**src/rtl/muldiv_hilo.sv**
```systemverilog
// muldiv_hilo: iterative shift-add multiply / restoring divide with HI/LO registers
module muldiv_hilo #(
  parameter int WIDTH = 32
) (
  input  logic             clk,
  input  logic             reset,
  input  logic             start,
  input  logic [1:0]       op,
  input  logic [WIDTH-1:0] srcA,
  input  logic [WIDTH-1:0] srcB,
  input  logic             hi_we,
  input  logic             lo_we,
  input  logic [WIDTH-1:0] wdata,
  output logic             busy,
  output logic             done,
  output logic [WIDTH-1:0] hi,
  output logic [WIDTH-1:0] lo
);

  localparam int CW = $clog2(WIDTH);
  localparam logic [CW-1:0] LAST = CW'(WIDTH - 1);

  typedef enum logic [1:0] {IDLE, RUN, FIX} state_t;

  state_t state, state_n;
  logic [CW-1:0] count;
  logic is_div, neg_q, neg_r, div_zero;
  // acc: upper product half (multiply) or partial remainder (divide)
  // q:   multiplier shifting out / dividend shifting out, quotient shifting in
  // m:   multiplicand or divisor magnitude
  logic [WIDTH-1:0] acc, q, m;
  logic sgn, a_neg, b_neg;
  logic [WIDTH-1:0] a_mag, b_mag;
  logic [WIDTH:0] add_sum, rem_sh, trial;
  logic [2*WIDTH-1:0] prod, prod_fix;
  logic [WIDTH-1:0] quo_fix, rem_fix;

  // operand magnitudes, one iteration step for each op class, and final sign fix-up
  always_comb begin
    sgn = ~op[0];
    a_neg = sgn & srcA[WIDTH-1];
    b_neg = sgn & srcB[WIDTH-1];
    a_mag = a_neg ? -srcA : srcA;
    b_mag = b_neg ? -srcB : srcB;
    add_sum = q[0] ? {1'b0, acc} + {1'b0, m} : {1'b0, acc};
    rem_sh = {acc, q[WIDTH-1]};
    trial = rem_sh - {1'b0, m};
    prod = {acc, q};
    prod_fix = neg_q ? -prod : prod;
    quo_fix = div_zero ? '1 : (neg_q ? -q : q);
    rem_fix = neg_r ? -acc : acc;
  end

  // state register
  always_ff @(posedge clk or posedge reset) begin
    if (reset) state <= IDLE;
    else state <= state_n;
  end

  // next state and busy flag
  always_comb begin
    state_n = state;
    busy = state != IDLE;
    case (state)
      IDLE: state_n = start ? RUN : IDLE;
      RUN: state_n = (count == LAST) ? FIX : RUN;
      FIX: state_n = IDLE;
      default: state_n = IDLE;
    endcase
  end

  // datapath: operand capture, iteration, result write-back and MTHI/MTLO
  always_ff @(posedge clk or posedge reset) begin
    if (reset) begin
      count <= '0;
      acc <= '0;
      q <= '0;
      m <= '0;
      is_div <= 1'b0;
      neg_q <= 1'b0;
      neg_r <= 1'b0;
      div_zero <= 1'b0;
      hi <= '0;
      lo <= '0;
      done <= 1'b0;
    end else begin
      done <= 1'b0;
      case (state)
        IDLE: begin
          if (hi_we) hi <= wdata;
          if (lo_we) lo <= wdata;
          if (start) begin
            count <= '0;
            acc <= '0;
            q <= a_mag;
            m <= b_mag;
            is_div <= op[1];
            neg_q <= a_neg ^ b_neg;
            neg_r <= a_neg;
            div_zero <= srcB == '0;
          end
        end
        RUN: begin
          count <= count + 1'b1;
          if (is_div) begin
            acc <= trial[WIDTH] ? rem_sh[WIDTH-1:0] : trial[WIDTH-1:0];
            q <= {q[WIDTH-2:0], ~trial[WIDTH]};
          end else begin
            acc <= add_sum[WIDTH:1];
            q <= {add_sum[0], q[WIDTH-1:1]};
          end
        end
        FIX: begin
          {hi, lo} <= is_div ? {rem_fix, quo_fix} : prod_fix;
          done <= 1'b1;
        end
        default: ;
      endcase
    end
  end

endmodule
```
**config.mk**
```make
export PLATFORM = sky130hd
export DESIGN_NAME = muldiv_hilo
export DESIGN_NICKNAME = d
export VERILOG_FILES = /design/src/rtl/muldiv_hilo.sv
export SDC_FILE = /design/constraint.sdc
export NUM_CORES = 1
export LEC_CHECK = 0
export BUFFER_PORTS_ARGS = -buffer_cell sky130_fd_sc_hd__buf_2
export CAP_MARGIN = 20
export CORE_MARGIN = 5
export CORE_UTILIZATION = 47
export DETAILED_ROUTE_END_ITERATION = 10
export PLACE_DENSITY = 0.67
export SYNTH_ARGS = -nofsm -noshare
export SYNTH_HDL_FRONTEND = slang
export SYNTH_SLANG_ARGS = --single-unit
```
**constraint.sdc**
```tcl
create_clock -name clk -period 6.7 [get_ports clk]
set_input_delay 0 -clock clk [delete_from_list [all_inputs] [get_ports clk]]
set_output_delay 0 -clock clk [all_outputs]
set_load 0.02 [all_outputs]
```
### Yosys cells after proc, flatten, opt, wreduce, memory -nomap -nowiden

Index checks and enable logic that the tools add are counted.

| cells by class | value |
|---|---|
| reductions and logical operators | 9 |
| multiplexer cells | 25 |
| equality and inequality tests | 6 |
| bitwise logic cells | 5 |
| add/subtract/negate cells | 8 |

Operator list:

| kind | count |
|---|---|
| 32-bit two-way mux | 12 |
| 32-bit one-hot mux with 2 select lines | 4 |
| 64-bit two-way mux | 2 |
| 32-bit negator | 4 |
| 64-bit negator | 1 |
| 32-bit by 32-bit adder with 33-bit output | 1 |
| 33-bit two-way mux | 1 |
| 33-bit by 32-bit subtractor with 33-bit output | 1 |
| 32-bit zero test | 1 |
| 5-bit one-hot mux with 2 select lines | 1 |
| 2-bit AND reduction | 4 |
| 2-bit inequality test, second input constant | 3 |
| 2-bit nonzero test | 3 |
| 5-bit by 1-bit adder with 5-bit output, second input constant | 1 |
| 5-bit == test, second input constant | 1 |
| 5-bit two-way mux | 1 |
| 2-bit one-hot mux with 2 select lines | 1 |
| 1-bit AND | 2 |
| 2-bit by 1-bit == test with 1-bit output, second input constant | 1 |
| 2-bit == test, second input constant | 1 |
| 2-bit zero test | 1 |
| 1-bit two-way mux | 2 |
| 2-bit two-way mux | 1 |
| 1-bit NOT | 2 |
| 1-bit XOR | 1 |

| storage, ports and cells | value |
|---|---|
| output and inout port bits | 66 |
| word-level logic and storage cells | 65 |
| bits of input ports | 103 |
| register bits | 172 |

### Longest topological paths before layout

Gate-level depths: netlist of the first run.

| depth | value |
|---|---|
| depth in word-level cells | 5 |
| gate-level depth with buffers | 13 |

### Least setup slack after synthesis of the first run

Ideal clock, no wire load.

| timing path | value |
|---|---|
| path kind | register -> register |
| start | reg q[31] |
| end | reg acc[27] |
| arrival time | 3.193 ns |
| slack | 3.383 ns |
| required time | 6.576 ns |
| buffers on the path | 0 |
| cell stages (with the launch flop) | 13 |
| setup time | 0.124 ns |
| cell sequence | dfrtp_1 -> inv_1 -> ha_1 -> fa_1 -> nand2b_1 -> a21oi_1 -> o21ai_0 -> o21ai_1 -> a21oi_2 -> o31ai_4 -> xor2_4 -> mux2_2 -> a211o_1 |

| between the ends | value |
|---|---|
| longest elaborated chain between the ends | 4 |

Ends and longest elaborated chain:

| element | line | text |
|---|---|---|
| from (decl) | 31 | `logic [WIDTH-1:0] acc, q, m;` |
| from (signal assigned) | 95 | `q <= a_mag;` |
| from (signal assigned) | 107 | `q <= {q[WIDTH-2:0], ~trial[WIDTH]};` |
| from (signal assigned) | 110 | `q <= {add_sum[0], q[WIDTH-1:1]};` |
| 33-bit by 32-bit subtractor with 33-bit output | 47 | `trial = rem_sh - {1'b0, m};` |
| 32-bit two-way mux | 106 | `acc <= trial[WIDTH] ? rem_sh[WIDTH-1:0] : trial[WIDTH-1:0];` |
| 32-bit two-way mux | 105 | `if (is_div) begin` |
| 32-bit one-hot mux with 2 select lines | 88 | `case (state)` |
| to (signal assigned) | 106 |  |
| to (signal assigned) | 109 | `acc <= add_sum[WIDTH:1];` |
| to (decl) | 31 |  |

Every way passes these cells.
A chain may end at the register's enable or synchronous reset.

### Final worst setup path of the first run

| timing path | value |
|---|---|
| start | reg acc[0] |
| end | reg acc[27] |

| between the ends | value |
|---|---|
| longest elaborated chain between the ends | 4 |
| elaborated cells on any way between the ends | 6 |

Ends and longest elaborated chain:

| element | line |
|---|---|
| 33-bit by 32-bit subtractor with 33-bit output / 32-bit by 32-bit adder with 33-bit output (equally long branches) | 47, 45 |
| 32-bit two-way mux / 33-bit two-way mux (equally long branches) | 106, 45 |
| 32-bit two-way mux (*) | 105 |
| 32-bit one-hot mux with 2 select lines (*) | 88 |

Mark *: on every way between the ends. The rest lies on a longest branch, timed or not.

==> metrics.cfg, run 1 <==
[power]
worst_ir_drop_vdd_v=0.000310
design_power_total_mw=10.0
sequential_share_of_power=0.228
power_frac_clock=0.108
power.internal_mw=4.76
swShare=0.525
combinationalPowerShare=0.664
power.switching_mw=5.26
p_leak_nw=7.34
power.density_cell_area_nw_per_um2=593

[grt]
grt_pass1_wl_um=74800
globalRoute.totalOverflow=0
gr-usage-all-layers=0.276
grt_antenna_before_repair=0
grt_max_degree=102
grt_pass1_vias=13100

[floorplan]
dieArea_um2=33900
initial_core_util=0.477
fp.dieH_um=184
core.rowCount=63
die_width_um=184
placeableCoreArea_um2=29800
ioPinCount=169

[clocking]
worst_skew_pair.late_latency_ns=0.44
cts_num_sinks=172
htreeDepth=4
cts_tree=yes
clk_path_buf_depth=2
cts_inserted_buffers=17
cts.root.buffer_cell=clkbuf_16
cts.reportedPaths.clkPinSlew_ns=0.08
post_cts_resized=0

[logic_synthesis]
netlist_top_cells_area=dfrtp_1, o21ai_0, xnor2_1
synth-compound-area-share=0.256
synth_simple_gate_area_share=0.168
sequential_cell_area_fraction_in_the_yosys_report=0.303
synthesis.area_per_instance_um2=8.01
synthesis.area_um2=14200
synth.ff_latch_count=172
synthDistinctLibCells=70
synth_top_cell_area_share=0.303
main_combinational_cell_family_by_area_after_synthesis=compound AO/OA/AOI/OAI gates
edff_count_synth=0
synth_xor_area_frac=0.105
synthFlopType=dfrtp_1
yosys_warnings=0
netlist_instances=1777
synth_adder_area_share=0.0644
synth_async_sr_flop_share=1.00
synthDominantAreaCellType=dfrtp_1
synth_fp_nets=1952
multiplexer_area_fraction_after_synthesis=0.0540

[hold_path]
holdPathStages=3
holdCritStartpoint=op[0]
holdCritPathClass=in2reg
worst_hold_path.endpoint=m[31]

[worst_setup_path]
regToRegSetupSlack_ns=2.44
worst_ep_required_time_ns=7.02
crit_fanout=34
endpoint_kind=register
crit_arrival_ns=4.57
timing_worst_setup_path_type=reg2reg
critical_path.n_buffers_inverters=2
critPathSlowestCell=dfrtp_1
max_stage_delay_ns=0.53
r2r-end=acc[27]
worst-r2r-cell-count=12
start_kind=register
critical_path.cell_chain=inv_1 -> fa_1 -> nand2b_1 -> a21oi_1 -> o21ai_0 -> o21ai_1 -> a21oi_2 -> o31ai_4 -> xor2_4 -> buf_4 -> mux2_2 -> a211o_1
cpLargestDelayFamily=compound AO/OA/AOI/OAI gates
crit-reg2reg-launch=acc[0]

[drt]
drt_pre_antenna_iters=6
ant_nets=0
route.detailed.wl_per_inst_um=20.2
route.vias.total=14400
drc=0
wirelength_um=47800
routed_vias_inst=6.07
number_of_drc_markers_after_the_initial_detailed_route_iteration=1596

[cells_and_area]
final-instance-count-excl-fill=2371
post_route_cells_drive_above_1_share=0.126
multi_input_area_um2=9240
antenna_cells=0
final.fill_count=2737
layout-area-overhead-vs-synth_pct=18.7
final_net_count=2143
design_area_um2=16900
seq_area_um2=4310

[placement]
placement.io_buffers=168
post_dp_cell_area_um2=15300
finalWeightedCongestion=0.932
post-place-cells=2240
post-dp-hpwl_um=34800

[sta]
final_worst_hold_slack_ns=0.0293
layout_min_cycle_time_ns=4.26
post-route-period-util=0.635
final_report_hold_violation_count=0
tightest_slew_ns=1.06
timing.final.max_slew_violations=0
grt_setup_unrepaired=false
final-setup-viol-count=0
setup_tns_ns=0
timing.slew.headroom=0.296
upper_clock_frequency_limit_mhz=235
finalClockSkew_ns=0.0200

[outcome]
status=finished clean

[flow_run]
maxCapViolCount=0

==> power groups by stage <==
stage | sequential, mW | clock [mW] | combinational [mW]
4_1_cts | 2.25 | 1.09 | 6.54
2_1_floorplan | 2.17 | 0 | 4.78
3_3_place_gp | 2.26 | 0 | 6.34
3_5_place_dp | 2.27 | 0 | 6.43
5_1_grt | 2.34 | 1.14 | 7.26
6_report | 2.28 | 1.09 | 6.65
==> Yosys cell counts, types with 22 or more instances <==
library cell	count
o21ai_0	213
xor2_1	57
mux2i_1	70
o211ai_1	29
dfrtp_1	172
nand3_1	27
or3_1	22
o31ai_1	23
o22ai_1	38
inv_1	67
clkbuf_1	92
and3_1	29
nand2_1	199
a31oi_1	28
a21oi_1	143
nor3_1	30
ha_1	70
nor2_1	109
xnor2_1	111
==> state kept, by name (all words and copies together), names as in the netlist <==
| signal | cells |
|---|---|
| acc | 32 |
| count | 5 |
| div_zero | 1 |
| done | 1 |
| hi | 32 |
| is_div | 1 |
| lo | 32 |
| m | 32 |
| neg_q | 1 |
| neg_r | 1 |
| q | 32 |
| state | 2 |
==> timing repair <==
action / 4_1_cts / 5_1_grt
buffers inserted: 0 / 0
hold buffers: 99 / 0
endpoints found under the hold margin: 174 / 0
==> how the worst max path moves through the flow <==
stage	slack, ns	from	to	cells after the start
5_1_grt	2.27	acc[0]	acc[27]	12
6_report	2.44	acc[0]	acc[27]	12
3_3_place_gp	2.62	acc[0]	acc[27]	12
3_5_place_dp	2.53	acc[0]	acc[27]	12
2_1_floorplan	2.04	reset	acc[0]	1
4_1_cts	2.50	acc[0]	acc[27]	12
==> tightest hold or removal path, delay by kind of cell <==
kind / cells / cell delay (ns)
buffers and inverters: 1 / 0.22
AOI/OAI and AO/OA: 2 / 0.20
==> cells in the final DEF, fill, tap and decap left out, drive strengths merged, types with 17 or more instances in the layout <==
cell,Yosys,final
a21o,21,21
mux2i,70,70
nand2b,17,17
dlygate4sd3,0,99
nand3,27,27
inv,67,74
or3,22,22
o211ai,29,29
nor2,109,109
nand2,199,199
a21oi,145,145
nor4,21,21
and3,29,29
xnor2,111,111
clkbuf,92,17
o22ai,38,38
xor2,58,58
ha,70,70
a31oi,28,28
o31ai,24,24
buf,18,183
o21ai,220,220
dfrtp,172,172
nor3,31,31
==> kinds of logic (layout without fill, tap and decap cells) <==
| family | Yosys count | after routing |
|---|---|---|
| AO/OA/AOI/OAI | 599 | 599 |
| XOR/XNOR | 169 | 169 |
| adder cells (fa/ha/maj) | 72 | 72 |
| buffers and inverters | 178 | 382 |
| flip-flops | 172 | 172 |
| multiplexers | 76 | 76 |
| AND/OR/NAND/NOR | 511 | 511 |
==> area by class of cell <==
class | count | area share
clock buffers | 17 | 0.0252
clock inverters | 15 | 0.0127
inverters | 68 | 0.0154
multi-input cells | 1427 | 0.547
flip-flops and latches | 172 | 0.255
well taps | 390 | 0.0289
repair buffers | 282 | 0.116
==> metrics by stage <==
step | setup slack [ns] | util
floorplan | 2.04 | -
global placement | 2.62 | 0.511
detailed placement | 2.53 | 0.512
CTS | 2.50 | 0.567
global route | 2.27 | 0.567
finish | 2.44 | 0.567
==> metal layers <==
layer / up-vias / track usage / wire, µm
met5: - / 0 / 0
met4: 0 / 0.0719 / 1190
met3: 72 / 0.0429 / 4160
met2: 659 / 0.415 / 20500
met1: 6833 / 0.414 / 21900
li1: 6835 / - / -
No activity file was read; power rests on OpenSTA's default activity.
==> inputs of run 2 (changes only) <==
--- a/config.mk
+++ b/config.mk
@@ -10,7 +10,7 @@
 export CORE_MARGIN = 5
 export CORE_UTILIZATION = 47
 export DETAILED_ROUTE_END_ITERATION = 10
-export PLACE_DENSITY = 0.67
+export PLACE_DENSITY = 0.69
 export SYNTH_ARGS = -nofsm -noshare
 export SYNTH_HDL_FRONTEND = slang
 export SYNTH_SLANG_ARGS = --single-unit
==> constraint.sdc (replaced) <==
create_clock -name clk -period 3.8 [get_ports clk]
set_input_delay 0 -clock clk [delete_from_list [all_inputs] [get_ports clk]]
set_output_delay 0 -clock clk [all_outputs]
set_load 0.02 [all_outputs]
==> metrics.cfg, run 2 (same netlist as run 1, synthesis figures left out) <==
[flow_run]
maxCapViolCount=0

[drt]
wirelength_um=48500
topRoutingLayerUsed=met4
wl_met1_um=21900
met3_length_um=4880
route.detailed.wl_per_inst_um=20.2
ant_nets=0
routed_vias_inst=6.17
drc=0
drt_pre_antenna_iters=8
routed-wl-met2_um=20100
route.vias.total=14800
number_of_drc_markers_after_the_initial_detailed_route_iteration=1540

[cells_and_area]
layout-area-overhead-vs-synth_pct=20.3
post_route_cells_drive_above_1_share=0.139
final_net_count=2171
antenna_cells=0
design_area_um2=17100
layout.cells.most_common=o21ai_0
layout.cells.most_common_list=o21ai_0, nand2_1, dfrtp_1
final-instance-count-excl-fill=2399
final.fill_count=2725

[power]
sequential_share_of_power=0.219
combinationalPowerShare=0.676
swShare=0.521
p_leak_nw=7.47
design_power_total_mw=17.9
power.density_cell_area_nw_per_um2=1050
worst_ir_drop_vdd_v=0.000458
power.internal_mw=8.58
power.switching_mw=9.35
power_frac_clock=0.104

[clocking]
clk_path_buf_depth=2
cts.reportedPaths.clkPinSlew_ns=0.08
cts.root.buffer_cell=clkbuf_16
cts_tree=yes
htreeDepth=4
cts_num_sinks=172
post_cts_resized=0
worst_skew_pair.late_latency_ns=0.45
cts_inserted_buffers=17

[grt]
grt_max_degree=126
grt_pass1_wl_um=74800
gr-usage-all-layers=0.276
globalRoute.totalOverflow=0
grt_pass1_vias=13400
grt_antenna_before_repair=0

[sta]
layout_min_cycle_time_ns=3.60
timing.final.max_slew_violations=0
final_report_hold_violation_count=0
tightest_slew_ns=1.09
grt_setup_unrepaired=false
finalClockSkew_ns=0.0202
setup_tns_ns=0
timing.slew.headroom=0.273
final-setup-viol-count=0
post-route-period-util=0.949
upper_clock_frequency_limit_mhz=277

[worst_setup_path]
crit_arrival_ns=3.93
start_kind=register
worst_ep_required_time_ns=4.12
crit_fanout=29
endpoint_kind=register
timing_worst_setup_path_type=reg2reg

[placement]
post-place-cells=2270
post-dp-hpwl_um=35500
finalWeightedCongestion=0.945
post_dp_cell_area_um2=15500
placement.io_buffers=168

[floorplan]
dieArea_um2=33900
initial_core_util=0.477
placeableCoreArea_um2=29800
die_width_um=184
fp.dieH_um=184
core.rowCount=63
ioPinCount=169

[hold_path]
holdCritPathClass=in2reg

[outcome]
status=finished clean

==> run 2: cell count changes in the layout (fill, tap and decap cells not counted) <==
| cell | change |
|---|---|
| clkinvlp_4 | +1 |
| clkinv_4 | +1 |
| dlygate4sd3_1 | -2 |
| bufinv_16 | -1 |
| clkinv_8 | +2 |
| inv_8 | -2 |
| nor2_1 | -1 |
| buf_12 | +2 |
| inv_12 | +1 |
| buf_4 | +28 |
| inv_6 | -2 |
| nor2_2 | +1 |
==> run 2: what timing repair did <==
| item | 4_1_cts | 5_1_grt |
|---|---|---|
| setup buffers | 0 | 0 |
| endpoints found under the hold margin | 291 | 0 |
| hold buffers | 97 | 0 |
==> run 2: area by class of cell <==
class | count | area [µm²] | share of cell area
repair buffers | 310 | 2190 | 0.128
flip-flops and latches | 172 | 4310 | 0.252
inverters | 68 | 259 | 0.0151
clock inverters | 15 | 211 | 0.0124
clock buffers | 17 | 425 | 0.0249
well taps | 390 | 488 | 0.0285
multi-input cells | 1427 | 9240 | 0.540
==> run 2: path summary, 6_finish.rpt <==
| check | cells past startpoint | slack, ns | startpoint | end |
|---|---|---|---|---|
| max | 13 | 0.20 | q[31] | acc[0] |
| min | 5 | 0.01 | srcA[7] | q[7] |
| max reg2reg | 13 | 0.20 | q[31] | acc[0] |
| min reg2reg | 2 | 0.48 | lo[4] | lo[4] |
| max in group asynchronous | 4 | 2.90 | reset | is_div |
| min in group asynchronous | 4 | 0.29 | reset | state[0] |
==> run 2: critical path, cell delays in order (launching register included) <==
cell      delay, ns
dfrtp_1        0.35
inv_1          0.06
ha_1           0.21
fa_1           0.41
nand2b_1       0.19
a21oi_1        0.20
o21ai_0        0.21
o21ai_1        0.35
a21oi_2        0.19
o31ai_4        0.37
xor2_4         0.23
buf_12         0.24
mux2i_1        0.11
a221o_1        0.32
==> run 2: metrics by stage <==
stage,hold WS [ns],worst slack (ns),util
final,0.0132,0.196,0.574
after global routing,0.0484,0.00510,0.574
after CTS,0.00592,0.221,0.574
after detailed placement,0.268,0.284,0.520
after global placement,0.268,0.312,0.520
after floorplan,0.0958,0.483,-
==> run 2: routing by layer <==
layer	global-route usage	up-vias
met2	0.413	830
met3	0.0396	131
met1	0.415	6944
met5	0	-
li1	-	6907
met4	0.0810	0
==> run 2: power groups by stage <==
stage,Combinational [mW],Sequential [mW],Clock (mW)
final,12.1,3.93,1.87
after global routing,13.2,4.01,1.95
after CTS,11.9,3.86,1.89
after detailed placement,11.8,3.90,0
after global placement,11.6,3.87,0
after floorplan,8.42,3.82,0
